**config.mk**
```make
export PLATFORM = sky130hd
export DESIGN_NAME = imm_extend_pipe
export DESIGN_NICKNAME = d
export VERILOG_FILES = /design/src/rtl/imm_ext_pkg.sv /design/src/rtl/imm_fmt_classify.sv /design/src/rtl/imm_extend_pipe.sv
export SDC_FILE = /design/constraint.sdc
export NUM_CORES = 1
export LEC_CHECK = 0
export BUFFER_PORTS_ARGS = -buffer_cell sky130_fd_sc_hd__buf_2
export CORE_AREA = 8 8 93 136
export DETAILED_ROUTE_END_ITERATION = 10
export DIE_AREA = 0 0 101 144
export GPL_TIMING_DRIVEN = 0
export PLACE_DENSITY = 0.78
export SYNTH_ARGS = -nofsm -noshare
export SYNTH_HDL_FRONTEND = slang
export SYNTH_SLANG_ARGS = --single-unit
```
**constraint.sdc**
```tcl
create_clock -name clk -period 1.9 [get_ports clk]
set_clock_uncertainty 0.05 [all_clocks]
set_input_delay 0 -clock clk [delete_from_list [all_inputs] [get_ports clk]]
set_output_delay 0 -clock clk [all_outputs]
set_load 0.02 [all_outputs]
```
**src/rtl/imm_ext_pkg.sv**
```systemverilog
`default_nettype none
// ============================================================================
// imm_ext_pkg : format codes, opcode match values and immediate field positions
// Rev 1.0     : initial release
// ============================================================================
package imm_ext_pkg;

    typedef enum logic [2:0] {
        FMT_NONE = 3'd0,
        FMT_I    = 3'd1,
        FMT_D    = 3'd2,
        FMT_CB   = 3'd3,
        FMT_B    = 3'd4,
        FMT_IW   = 3'd5
    } imm_fmt_e;

    localparam logic [5:0]  c_OP_B    = 6'b000101;
    localparam logic [6:0]  c_OP_CB   = 7'b1011010;
    localparam logic [10:0] c_OP_LDUR = 11'b11111000010;
    localparam logic [10:0] c_OP_STUR = 11'b11111000000;
    localparam logic [8:0]  c_OP_MOVZ = 9'b110100101;
    localparam logic [6:0]  c_OP_ADDI = 7'b1001000;
    localparam logic [6:0]  c_OP_SUBI = 7'b1101000;
    localparam logic [6:0]  c_OP_ORRI = 7'b1011001;

    // Only bits [25:0] carry immediates, so stage 1 keeps just this slice.
    localparam int c_PAYLOAD_W = 26;

    localparam int c_B_MSB   = 25;
    localparam int c_B_LSB   = 0;
    localparam int c_CB_MSB  = 23;
    localparam int c_CB_LSB  = 5;
    localparam int c_D_MSB   = 20;
    localparam int c_D_LSB   = 12;
    localparam int c_IW_MSB  = 20;
    localparam int c_IW_LSB  = 5;
    localparam int c_HW_MSB  = 22;
    localparam int c_HW_LSB  = 21;
    localparam int c_I_MSB   = 21;
    localparam int c_I_LSB   = 10;

endpackage
`default_nettype wire

```
**src/rtl/imm_fmt_classify.sv**
```systemverilog
`default_nettype none
// ============================================================================
// imm_fmt_classify : combinational instruction -> imm_fmt_e, first match wins
// Rev 1.0          : initial release
// ============================================================================
module imm_fmt_classify
    import imm_ext_pkg::*;
#(
    parameter int INSTR_W = 32
) (
    input  logic [INSTR_W-1:0] i_instr,
    output imm_fmt_e           o_fmt
);

    logic        w_known;
    logic [5:0]  w_op6;
    logic [6:0]  w_op7;
    logic [8:0]  w_op9;
    logic [10:0] w_op11;

    always_comb begin
        w_op6  = i_instr[INSTR_W-1 -: 6];
        w_op7  = i_instr[INSTR_W-1 -: 7];
        w_op9  = i_instr[INSTR_W-1 -: 9];
        w_op11 = i_instr[INSTR_W-1 -: 11];
        // Any X/Z bit makes this compare non-true in 4-state sim; synthesis folds it to 1.
        w_known = ((^i_instr) == (^i_instr));
        o_fmt   = FMT_NONE;
        if (w_known) begin
            if (w_op6 == c_OP_B)
                o_fmt = FMT_B;
            else if (w_op7 == c_OP_CB)
                o_fmt = FMT_CB;
            else if ((w_op11 == c_OP_LDUR) || (w_op11 == c_OP_STUR))
                o_fmt = FMT_D;
            else if (w_op9 == c_OP_MOVZ)
                o_fmt = FMT_IW;
            else if ((w_op7 == c_OP_ADDI) || (w_op7 == c_OP_SUBI) || (w_op7 == c_OP_ORRI))
                o_fmt = FMT_I;
        end
    end

endmodule
`default_nettype wire

```
**src/rtl/imm_extend_pipe.sv**
```systemverilog
`default_nettype none
// ============================================================================
// imm_extend_pipe : 2-stage valid/ready immediate generator (classify, extend)
// Option          : IMM_EXT_BRANCH_SCALE_EN scales B/CB offsets to bytes (<<2)
// Rev 1.0         : initial release
// ============================================================================
module imm_extend_pipe
    import imm_ext_pkg::*;
#(
    parameter int INSTR_W = 32,
    parameter int OUT_W   = 64,
    parameter int CNT_W   = 16
) (
    input  logic               clk,
    input  logic               rst,
    input  logic               in_valid,
    output logic               in_ready,
    input  logic [INSTR_W-1:0] instruction,
    output logic               out_valid,
    input  logic               out_ready,
    output logic [OUT_W-1:0]   ext_imm,
    output logic [2:0]         imm_fmt,
    output logic [CNT_W-1:0]   unk_count
);

    localparam logic [CNT_W-1:0] c_CNT_MAX = {CNT_W{1'b1}};

    imm_fmt_e                 w_fmt_cls;
    logic                     w_advance;
    logic [OUT_W-1:0]         w_ext_imm;
    logic [OUT_W-1:0]         w_iw_base;

    logic                     r_s1_valid_q,   w_s1_valid_d;
    logic [c_PAYLOAD_W-1:0]   r_s1_payload_q, w_s1_payload_d;
    imm_fmt_e                 r_s1_fmt_q,     w_s1_fmt_d;
    logic                     r_out_valid_q,  w_out_valid_d;
    logic [OUT_W-1:0]         r_ext_imm_q,    w_ext_imm_d;
    imm_fmt_e                 r_imm_fmt_q,    w_imm_fmt_d;
    logic [CNT_W-1:0]         r_unk_count_q,  w_unk_count_d;

    imm_fmt_classify #(
        .INSTR_W (INSTR_W)
    ) u_classify (
        .i_instr (instruction),
        .o_fmt   (w_fmt_cls)
    );

    // Extension works from the registered payload and format of stage 1.
    always_comb begin
        w_iw_base = {{(OUT_W-16){1'b0}}, r_s1_payload_q[c_IW_MSB:c_IW_LSB]};
        w_ext_imm = '0;
        case (r_s1_fmt_q)
            FMT_B:  w_ext_imm = {{(OUT_W-(c_B_MSB-c_B_LSB+1)){r_s1_payload_q[c_B_MSB]}},
                                 r_s1_payload_q[c_B_MSB:c_B_LSB]};
            FMT_CB: w_ext_imm = {{(OUT_W-(c_CB_MSB-c_CB_LSB+1)){r_s1_payload_q[c_CB_MSB]}},
                                 r_s1_payload_q[c_CB_MSB:c_CB_LSB]};
            FMT_D:  w_ext_imm = {{(OUT_W-(c_D_MSB-c_D_LSB+1)){r_s1_payload_q[c_D_MSB]}},
                                 r_s1_payload_q[c_D_MSB:c_D_LSB]};
            FMT_IW: w_ext_imm = w_iw_base << {r_s1_payload_q[c_HW_MSB:c_HW_LSB], 4'b0000};
            FMT_I:  w_ext_imm = {{(OUT_W-(c_I_MSB-c_I_LSB+1)){1'b0}},
                                 r_s1_payload_q[c_I_MSB:c_I_LSB]};
            default: w_ext_imm = '0;
        endcase
`ifdef IMM_EXT_BRANCH_SCALE_EN
        if ((r_s1_fmt_q == FMT_B) || (r_s1_fmt_q == FMT_CB))
            w_ext_imm = w_ext_imm << 2;
`else
        w_ext_imm = w_ext_imm;
`endif
    end

    always_comb begin
        w_advance      = !r_out_valid_q || out_ready;

        w_s1_valid_d   = r_s1_valid_q;
        w_s1_payload_d = r_s1_payload_q;
        w_s1_fmt_d     = r_s1_fmt_q;
        w_out_valid_d  = r_out_valid_q;
        w_ext_imm_d    = r_ext_imm_q;
        w_imm_fmt_d    = r_imm_fmt_q;
        w_unk_count_d  = r_unk_count_q;

        if (w_advance) begin
            w_s1_valid_d = in_valid;
            if (in_valid) begin
                w_s1_payload_d = instruction[c_PAYLOAD_W-1:0];
                w_s1_fmt_d     = w_fmt_cls;
            end
            w_out_valid_d = r_s1_valid_q;
            if (r_s1_valid_q) begin
                w_ext_imm_d = w_ext_imm;
                w_imm_fmt_d = r_s1_fmt_q;
            end
        end

        if (r_out_valid_q && out_ready && (r_imm_fmt_q == FMT_NONE) &&
            (r_unk_count_q != c_CNT_MAX))
            w_unk_count_d = r_unk_count_q + CNT_W'(1);
    end

    always_ff @(posedge clk) begin
        if (rst) begin
            r_s1_valid_q   <= 1'b0;
            r_s1_payload_q <= '0;
            r_s1_fmt_q     <= FMT_NONE;
            r_out_valid_q  <= 1'b0;
            r_ext_imm_q    <= '0;
            r_imm_fmt_q    <= FMT_NONE;
            r_unk_count_q  <= '0;
        end else begin
            r_s1_valid_q   <= w_s1_valid_d;
            r_s1_payload_q <= w_s1_payload_d;
            r_s1_fmt_q     <= w_s1_fmt_d;
            r_out_valid_q  <= w_out_valid_d;
            r_ext_imm_q    <= w_ext_imm_d;
            r_imm_fmt_q    <= w_imm_fmt_d;
            r_unk_count_q  <= w_unk_count_d;
        end
    end

    assign in_ready  = w_advance;
    assign out_valid = r_out_valid_q;
    assign ext_imm   = r_ext_imm_q;
    assign imm_fmt   = r_imm_fmt_q;
    assign unk_count = r_unk_count_q;

endmodule
`default_nettype wire

```
==> results_dict.tcl, run 1 <==
set metrics [dict create \
    status "complete, no violations" \
    final_util_pct 65.5 \
    intPower_mw 4.81 \
    synth_cell_types 62 \
    ant_nets 0 \
    p_switching_mw 1.45 \
    die_width_um 101 \
    p_clk_share_pct 54.7 \
    routed_wl_mm 17.1 \
    rsz0062_at_grt "true" \
    synth_compound_area_share_pct 23.3 \
    ir_drop_mv 0.698 \
    hold_path_depth 5 \
    drv_slew 0 \
    ios 121 \
    total_power_mw 6.26 \
    layout-drive-gt1-share_pct 25.9 \
    min_period_ns 1.86 \
    fin_crit_sh_pct 97.8 \
    final_common_cell "nand2_1" \
    grt_pass1_vias 5439 \
    numCtsBuffers 17 \
    critical-path-slowest-cell "dfxtp_1" \
    start_util_pct 47.9 \
    via_per_inst 5.74 \
    die_area_um2 14500 \
    p_leak_nw 2.82 \
    arrival_ns 2.11 \
    diodes 0 \
    track_usage_pct 23.4 \
    synth_async_sr_flop_share_pct 0 \
    coreArea_um2 10800 \
    r2r_cells 4 \
    worst-slew-pin-transition_ns 0.689 \
    cp-endpoint "unk_count[2]" \
    crit_chain "nand4_1 -> nor2_1 -> a41oi_1 -> mux2_2" \
    ff2ff_setup_slack_ns 0.04 \
    worst_r2r_endpoint "unk_count[2]" \
    nets 844 \
    setup_viol_count_final 0 \
    critPathLaunch "unk_count[8]" \
    clk_transition_reported_paths_ns 0.06 \
    pwr-share-comb_pct 5.7 \
    root_buffer "clkbuf_16" \
    n_fill_cell 904 \
    cts_tree "yes" \
    htreeDepth 4 \
    synthSimpleGateAreaFrac_pct 23.9 \
    grt_max_degree 17 \
    drv_cap 0 \
    synth_top_family_by_area "simple AND/OR/NAND/NOR gates" \
    cp_num_cells 4 \
    area_delta_synth_final_pct 36.7 \
    overflow 0 \
    pre_cts_ws_ns -0.0420 \
    avgSynthCellArea_um2 8.20 \
    cts.path.max_buffers 2 \
    fp-row-count 47 \
    port_buffers 119 \
    gp_congestion 0.899 \
    swShare_pct 23.1 \
    muxShareOfSynthArea_pct 2.32 \
    yosys.area_share.adder_pct 0.241 \
    synthFlopType "dfxtp_1" \
    yosysWarnings 0 \
    vias 5546 \
    fin_ws_ns 0.0412 \
    max_slew_margin_pct 54.1 \
    seqPwrFrac_pct 39.5 \
    required_ns 2.15 \
    fin_tns_setup_ns 0 \
    synth-seq-area-share_pct 44.0 \
    max_stage_delay_ns 0.46 \
    grt_pass1_wl_mm 26.4 \
    fmax_mhz 538 \
    worstSetupEndpointType "register" \
    syn_inst 633 \
    cp_max_fo 8 \
    r2r_start "unk_count[8]" \
    hold_violations 0 \
    synth_edf_count 0 \
    dr.pass1.iters 5 \
    critPathLaunchType "register" \
    synth_nets 670 \
    dp_hpwl_mm 11.9 \
    drtIter0Drc 380 \
    crit_buf_inv 0 \
    dp_cells 899 \
    ys_ff_latch 114 \
    hold_class "in2reg" \
    insertion_delay_ns 0.42 \
    wl_per_cell_um 17.7 \
    die-height_um 144 \
    synth_area_um2 5190 \
    crit_family "simple AND/OR/NAND/NOR gates" \
    final_cell_mix "131 x nand2_1, 130 x buf_2, 111 x dfxtp_1, 93 x a21oi_1, 56 x o21ai_1" \
    p_per_area_nw_per_um2 883 \
    route.detailed.drc 0 \
    fin_cells 967 \
    worstSetupPathType "reg2reg" \
    synthXorXnorAreaFrac_pct 0 \
    cts.sinks 114 \
    antenna_found_initial 0 \
]
registers in the layout, summed over array words and instances, names as in the netlist:
signal,count
out_valid,1
unk_count,16
r_s1_fmt_q,3
ext_imm,64
r_s1_valid_q,1
r_s1_payload_q,26
imm_fmt,3
worst min-delay path: cells and delay by family:
| family | cells | cell delay [ns] |
|---|---|---|
| AND/OR/NAND/NOR | 1 | 0.09 |
| AO/OA/AOI/OAI | 2 | 0.16 |
| buffers and inverters | 2 | 0.19 |
cells in the mapped netlist, drive strengths merged, types with 2 or more instances:
library cell / count / area, µm²
mux2: 8 / 90.1
a211oi: 5 / 37.5
nor4: 5 / 37.5
a21oi: 94 / 474
and3: 6 / 38.8
nand4: 7 / 65.1
nand2b: 6 / 37.5
nand2: 131 / 492
nor2: 11 / 41.3
nand3: 10 / 67.6
a221oi: 18 / 158
dfxtp: 114 / 2280
nor3b: 4 / 57.6
and3b: 2 / 17.5
buf: 22 / 156
inv: 6 / 22.5
clkbuf: 39 / 146
or4: 3 / 22.5
mux2i: 3 / 30.0
o21ai: 64 / 320
nor3: 5 / 30.0
nor4b: 2 / 30.0
o31ai: 4 / 30.0
nor2b: 9 / 56.3
nand3b: 23 / 173
a31oi: 5 / 31.3
and4: 2 / 17.5
o32ai: 3 / 26.3
a2bb2oi: 4 / 35.0
layout make-up:
cell class	instances	area, µm²	area share [%]
multi-input combinational	452	2690	37.9
timing repair buffer	156	958	13.5
clock inverter	14	203	2.86
buffer	60	310	4.38
sequential	114	2290	32.2
tap	147	184	2.59
inverter	6	22.5	0.318
clock buffer	18	439	6.19
logic make-up after synthesis:
family          Yosys count
simple gates            233
flops                   114
mux                      11
compound gates          207
fa+ha+maj                 1
buf+inv                  67
metrics by stage:
| stage | hold slack (ns) | area [µm²] |
|---|---|---|
| final | 0.0192 | 7090 |
| after CTS | 0.00439 | 6950 |
| after global placement | 0.199 | 5970 |
| after global routing | 0.0323 | 7090 |
| after detailed placement | 0.202 | 5970 |
| after floorplan | 0.0528 | 5190 |
power by group through the flow:
stage,clock (mW),combinational (mW),sequential [mW]
after detailed placement,0,0.291,2.52
after global placement,0,0.283,2.52
after global routing,3.56,0.386,2.48
final,3.43,0.359,2.48
after CTS,3.44,0.344,2.47
after floorplan,0,0.173,2.51
per-layer routing:
metal,vias up,wire length [µm],share of wire [%],global-route usage (%)
met3,68,1450,8.5,6.89
li1,2608,-,-,-
met1,2595,6140,36,23.6
met5,-,0,0,0
met4,0,849,5.0,15.1
met2,275,8690,51,40.9
repair_timing:
item / 4_1_cts / 5_1_grt
gates resized for setup: 0 / 28
pin swaps: 1 / 3
endpoints found under the hold margin: 29 / 0
setup buffers: 0 / 3
cloned: 0 / 0
setup endpoints to repair: 4 / 65
hold buffers: 34 / 0
worst min path at each step:
| stage | end | startpoint | slack (ns) |
|---|---|---|---|
| 6_report | r_s1_fmt_q[1] | instruction[30] | 0.02 |
| 2_1_floorplan | r_s1_fmt_q[0] | instruction[27] | 0.05 |
| 3_5_place_dp | r_s1_payload_q[15] | instruction[15] | 0.20 |
| 3_3_place_gp | r_s1_payload_q[14] | instruction[14] | 0.20 |
| 5_1_grt | r_s1_fmt_q[1] | instruction[29] | 0.03 |
| 4_1_cts | r_s1_fmt_q[1] | instruction[30] | 0.004 |
(Power assumes the default switching activity.)
==> inputs of run 2 (changes only) <==
--- a/config.mk
+++ b/config.mk
@@ -6,11 +6,13 @@
 export NUM_CORES = 1
 export LEC_CHECK = 0
 export BUFFER_PORTS_ARGS = -buffer_cell sky130_fd_sc_hd__buf_2
-export CORE_AREA = 8 8 93 136
+export CAP_MARGIN = 20
+export CORE_AREA = 8 8 127 188
 export DETAILED_ROUTE_END_ITERATION = 10
-export DIE_AREA = 0 0 101 144
+export DIE_AREA = 0 0 135 196
 export GPL_TIMING_DRIVEN = 0
-export PLACE_DENSITY = 0.78
+export MAX_ROUTING_LAYER = met4
+export PLACE_DENSITY = 0.48
 export SYNTH_ARGS = -nofsm -noshare
 export SYNTH_HDL_FRONTEND = slang
 export SYNTH_SLANG_ARGS = --single-unit
==> run 2 against run 1 <==
  * Global-route usage decreased by 8.6 points
  * Sequential cell count unchanged
  * First-iteration DRC count shrank 21%
  * Largest power group unchanged
  * Routed wire length is 11% higher
  * Count of clock-buffer cells in the layout rose by 3
  * Total power is 3.4% lower
  * Highest routed layer unchanged
  * Largest cell class unchanged
  * Sequential share of layout area fell by 0.66 points
==> results_dict.tcl, run 2 (synthesized netlist as in run 1, its figures left out) <==
set metrics [dict create \
    track_usage_pct 14.8 \
    hold_class "in2reg" \
    vias 5199 \
    overflow 0 \
    drv_slew 0 \
    worstSetupEndpointType "register" \
    clk_transition_reported_paths_ns 0.06 \
    p_leak_nw 2.83 \
    cp_max_fo 8 \
    antenna_found_initial 1 \
    grt_pass1_vias 5289 \
    wl_per_cell_um 17.4 \
    root_buffer "clkbuf_16" \
    critical-path-slowest-cell "nor4_4" \
    gp_congestion 0.856 \
    dr.pass1.iters 4 \
    r2r_cells 4 \
    die-height_um 196 \
    via_per_inst 4.76 \
    status "complete, no violations" \
    dp_cells 1024 \
    cp_num_cells 4 \
    cts.sinks 114 \
    route.detailed.drc 0 \
    crit_buf_inv 0 \
    coreArea_um2 21300 \
    die_width_um 135 \
    largest_reg_flops 64 \
    final_cell_mix "131 x nand2_1, 131 x buf_2, 109 x dfxtp_1, 93 x a21oi_1, 56 x o21ai_1" \
    hold_violations 0 \
    htreeDepth 4 \
    worstSetupPathType "reg2reg" \
    max_slew_margin_pct 48.8 \
    grt_pass1_wl_mm 29.4 \
    r2r_start "unk_count[8]" \
    max_stage_delay_ns 0.46 \
    critPathLaunch "unk_count[8]" \
    dp_hpwl_mm 14.0 \
    rsz0062_at_grt "true" \
    min_period_ns 1.82 \
    area_delta_synth_final_pct 39.7 \
    ir_drop_mv 0.495 \
    worst_r2r_endpoint "unk_count[0]" \
    critPathLaunchType "register" \
    fin_cells 1093 \
    fp-row-count 66 \
    layout-drive-gt1-share_pct 27.8 \
    worst-slew-pin-transition_ns 0.768 \
    die_area_um2 26500 \
    insertion_delay_ns 0.42 \
    arrival_ns 2.08 \
    drtIter0Drc 299 \
    nets 844 \
    required_ns 2.16 \
    start_util_pct 24.3 \
    drv_cap 0 \
    fin_crit_sh_pct 95.8 \
    fmax_mhz 549 \
    final_util_pct 34.0 \
    cp-endpoint "unk_count[0]" \
    cts_tree "yes" \
    port_buffers 119 \
    routed_wl_mm 19.0 \
    crit_family "simple AND/OR/NAND/NOR gates" \
    n_fill_cell 2301 \
    ff2ff_setup_slack_ns 0.08 \
    ant_nets 0 \
    setup_viol_count_final 0 \
    numCtsBuffers 17 \
    ios 121 \
    crit_chain "nand4_1 -> nor4_4 -> nor2_1 -> mux2_1" \
    p_per_area_nw_per_um2 835 \
    cts.path.max_buffers 2 \
    grt_max_degree 17 \
]
## run 2: changes by cell type in the layout (fill, tap and decap cells not counted), moves of 3 or more
| cell | previous run | this run |
|---|---|---|
| a221oi_2 | 5 | 10 |
| clkbuf_1 | 36 | 28 |
| inv_6 | 3 | 0 |
| clkbuf_2 | 2 | 11 |
| a221oi_1 | 13 | 8 |
## run 2: area by class of cell
class | count | area [µm²] | share of cell area, %
Tap cell | 272 | 340 | 4.70
Sequential cell | 114 | 2290 | 31.6
Clock inverter | 11 | 131 | 1.81
Inverter | 6 | 22.5 | 0.311
Buffer | 60 | 319 | 4.40
Multi-Input combinational cell | 452 | 2720 | 37.6
Clock buffer | 21 | 460 | 6.35
Antenna cell | 1 | 2.50 | 0.0345
Timing Repair Buffer | 156 | 958 | 13.2
## run 2: timing repair
item | in CTS | in global routing
pin swaps | 0 | 3
gates resized for setup | 4 | 52
buffers inserted | 0 | 3
endpoints found under the setup margin | 60 | 64
hold buffers | 34 | 0
hold endpoints to repair | 29 | 0
## run 2: per-layer routing
metal	GRT usage (%)	vias to the layer above	share of wire [%]
met3	3.00	22	4.3
li1	-	2598	-
met4	5.95	0	1.8
met2	26.4	119	53
met1	15.4	2460	41
met5	-	-	0
## run 2: worst min-delay path by stage
stage | endpoint | start | slack, ns | cells after the start
after floorplan | r_s1_fmt_q[0] | instruction[27] | 0.05 | 1
after global placement | r_s1_payload_q[7] | instruction[7] | 0.20 | 3
after detailed placement | r_s1_payload_q[16] | instruction[16] | 0.20 | 3
after CTS | r_s1_fmt_q[1] | instruction[30] | 0.03 | 5
after global routing | imm_fmt[1] | out_ready | 0.06 | 5
final | r_s1_fmt_q[1] | instruction[30] | 0.05 | 5
## run 2: worst min-delay path: cells and delay by family
family                 cells  cell delay, ns
AOI/OAI and AO/OA          2            0.16
buffers and inverters      2            0.20
and+or+nand+nor            1            0.10
## run 2: power breakdown
part | leakage (nW) | internal, mW | switching (mW)
Clock | 0.279 | 2.00 | 1.20
Sequential | 0.925 | 2.43 | 0.0491
Combinational | 1.62 | 0.145 | 0.228
Total | 2.83 | 4.58 | 1.48
## run 2: per-stage QoR
stage	area (µm²)	hold slack [ns]	TNS [ns]	total power [mW]	setup WS [ns]
6_report	7250	0.0457	0	6.05	0.0791
4_1_cts	7080	0.0306	-0.00526	6.10	-0.00526
2_1_floorplan	5190	0.0528	0	2.68	0.104
3_3_place_gp	6120	0.196	-1.37	2.83	-0.109
5_1_grt	7250	0.0616	-0.0136	6.26	-0.0136
3_5_place_dp	6120	0.201	-1.39	2.83	-0.128
==> inputs of run 3 (changes only) <==
--- a/config.mk
+++ b/config.mk
@@ -8,11 +8,13 @@
 export BUFFER_PORTS_ARGS = -buffer_cell sky130_fd_sc_hd__buf_2
 export CAP_MARGIN = 20
 export CORE_AREA = 8 8 127 188
+export CTS_CLUSTER_SIZE = 24
 export DETAILED_ROUTE_END_ITERATION = 10
 export DIE_AREA = 0 0 135 196
 export GPL_TIMING_DRIVEN = 0
 export MAX_ROUTING_LAYER = met4
 export PLACE_DENSITY = 0.48
+export SETUP_SLACK_MARGIN = 0.15
 export SYNTH_ARGS = -nofsm -noshare
 export SYNTH_HDL_FRONTEND = slang
 export SYNTH_SLANG_ARGS = --single-unit
==> run 3 against run 2 <==
  * Sequential cell count unchanged
  * Setup slack better by 0.10 ns
  * First-iteration DRC count down 26%
  * Largest cell class unchanged
  * Global-route usage is 0.055 points higher
  * Hold slack lost 0.021 ns
  * Largest power group unchanged
==> results_dict.tcl, run 3 (synthesized netlist as in run 1, its figures left out) <==
set metrics [dict create \
    max_slew_margin_pct 49.7 \
    pre_cts_ws_ns -0.143 \
    ant_nets 0 \
    route.detailed.drc 0 \
    whs_ns 0.0243 \
    root_buffer "clkbuf_16" \
    drv_cap 0 \
    grt_pass1_wl_mm 29.5 \
    dr.pass1.iters 5 \
    worstSetupEndpointType "register" \
    hold_class "in2reg" \
    hold_violations 0 \
    required_ns 2.16 \
    numCtsBuffers 17 \
    fp-row-count 66 \
    final_cell_mix "131 x nand2_1, 128 x buf_2, 103 x dfxtp_1, 92 x a21oi_1, 56 x o21ai_1" \
    insertion_delay_ns 0.42 \
    ir_drop_mv 0.560 \
    min_period_ns 1.72 \
    vias 5204 \
    ios 121 \
    drtIter0Drc 220 \
    worst-slew-pin-transition_ns 0.754 \
    arrival_ns 1.98 \
    worstSetupPathType "reg2reg" \
    total_power_mw 5.99 \
    p_leak_nw 2.91 \
    final_common_cell "nand2_1" \
    cts_tree "yes" \
    die-height_um 196 \
    rsz0062_at_grt "true" \
    fin_ws_ns 0.183 \
    overflow 0 \
    die_width_um 135 \
    area_delta_synth_final_pct 45.9 \
    grt_max_degree 17 \
    setup_viol_count_final 0 \
    dp_hpwl_mm 14.0 \
    track_usage_pct 14.8 \
    antenna_found_initial 1 \
    start_util_pct 24.3 \
    drv_slew 0 \
    die_area_um2 26500 \
    clk_transition_reported_paths_ns 0.06 \
    cp_max_fo 5 \
    routed_wl_mm 19.2 \
    htreeDepth 4 \
    gp_congestion 0.827 \
    status "complete, no violations" \
    cts.path.max_buffers 2 \
    port_buffers 119 \
    nets 855 \
    wl_per_cell_um 17.4 \
    via_per_inst 4.72 \
    critPathLaunchType "register" \
    grt_pass1_vias 5317 \
    coreArea_um2 21300 \
    p_per_area_nw_per_um2 792 \
    largest_reg_flops 64 \
    fmax_mhz 583 \
    cts.sinks 114 \
    fin_crit_sh_pct 90.4 \
    layout-drive-gt1-share_pct 30.7 \
]
-- run 3: changes by cell type in the layout (fill, tap and decap cells not counted), moves of 3 or more --
cell | previous run | this run
clkbuf_4 | 0 | 4
a221oi_2 | 10 | 6
clkbuf_1 | 28 | 25
buf_2 | 131 | 128
dfxtp_1 | 109 | 103
buf_4 | 8 | 16
a221oi_4 | 0 | 5
dfxtp_4 | 0 | 5
nor4_4 | 1 | 4
-- run 3: metrics by stage --
stage                     area, µm²  TNS [ns]  std cells  utilization (%)
after floorplan                5190         0        633                -
after global placement         6130     -1.98       1024             28.8
after detailed placement       6130     -2.00       1024             28.8
after CTS                      7200         0       1089             33.8
after global routing           7570         0       1103             35.5
final                          7570         0       1103             35.5
-- run 3: worst paths after layout --
check	startpoint	to	slack (ns)	cells past startpoint
setup reg to reg	imm_fmt[0]	unk_count[9]	0.18	5
hold / removal	instruction[30]	r_s1_fmt_q[0]	0.02	4
setup / recovery	imm_fmt[0]	unk_count[9]	0.18	5
hold reg to reg	ext_imm[29]	ext_imm[29]	0.39	2
-- run 3: timing repair --
action / CTS / global route
resized for setup: 32 / 69
hold buffers: 32 / 0
pin swaps: 6 / 14
gates cloned: 0 / 2
endpoints found under the setup margin: 64 / 78
endpoints found under the hold margin: 29 / 0
setup buffers: 2 / 11
-- run 3: worst max-delay path, cell delays in order, from the launching register on --
cell and delay [ns]:
dfxtp_1 0.35, nor3b_4 0.23, buf_4 0.15, nand4_4 0.18, nor4_4 0.32, mux2_4 0.32
-- run 3: metal layers --
| layer | global-route usage (%) | share of wire (%) | vias to the layer above |
|---|---|---|---|
| li1 | - | - | 2640 |
| met1 | 15.5 | 40 | 2421 |
| met2 | 26.4 | 53 | 119 |
| met3 | 3.10 | 4.6 | 24 |
| met4 | 6.11 | 2.3 | 0 |
| met5 | - | 0 | - |
-- run 3: layout make-up --
| type | count | area, µm² |
|---|---|---|
| diodes | 1 | 2.50 |
| plain buffers | 61 | 367 |
| clock buffers | 19 | 443 |
| clock inverters | 12 | 135 |
| fillers | 2278 | 13700 |
| inverters | 6 | 22.5 |
| multi-input cells | 453 | 2900 |
| flip-flops and latches | 114 | 2310 |
| well taps | 272 | 340 |
| repair buffers | 165 | 1050 |
-- run 3: power by group --
| group | internal, mW | leakage [nW] | switching, mW | total, mW |
|---|---|---|---|---|
| combinational | 0.150 | 1.71 | 0.237 | 0.387 |
| clock | 1.96 | 0.271 | 1.18 | 3.14 |
| sequential | 2.42 | 0.930 | 0.0472 | 2.47 |
| total | 4.53 | 2.91 | 1.46 | 5.99 |
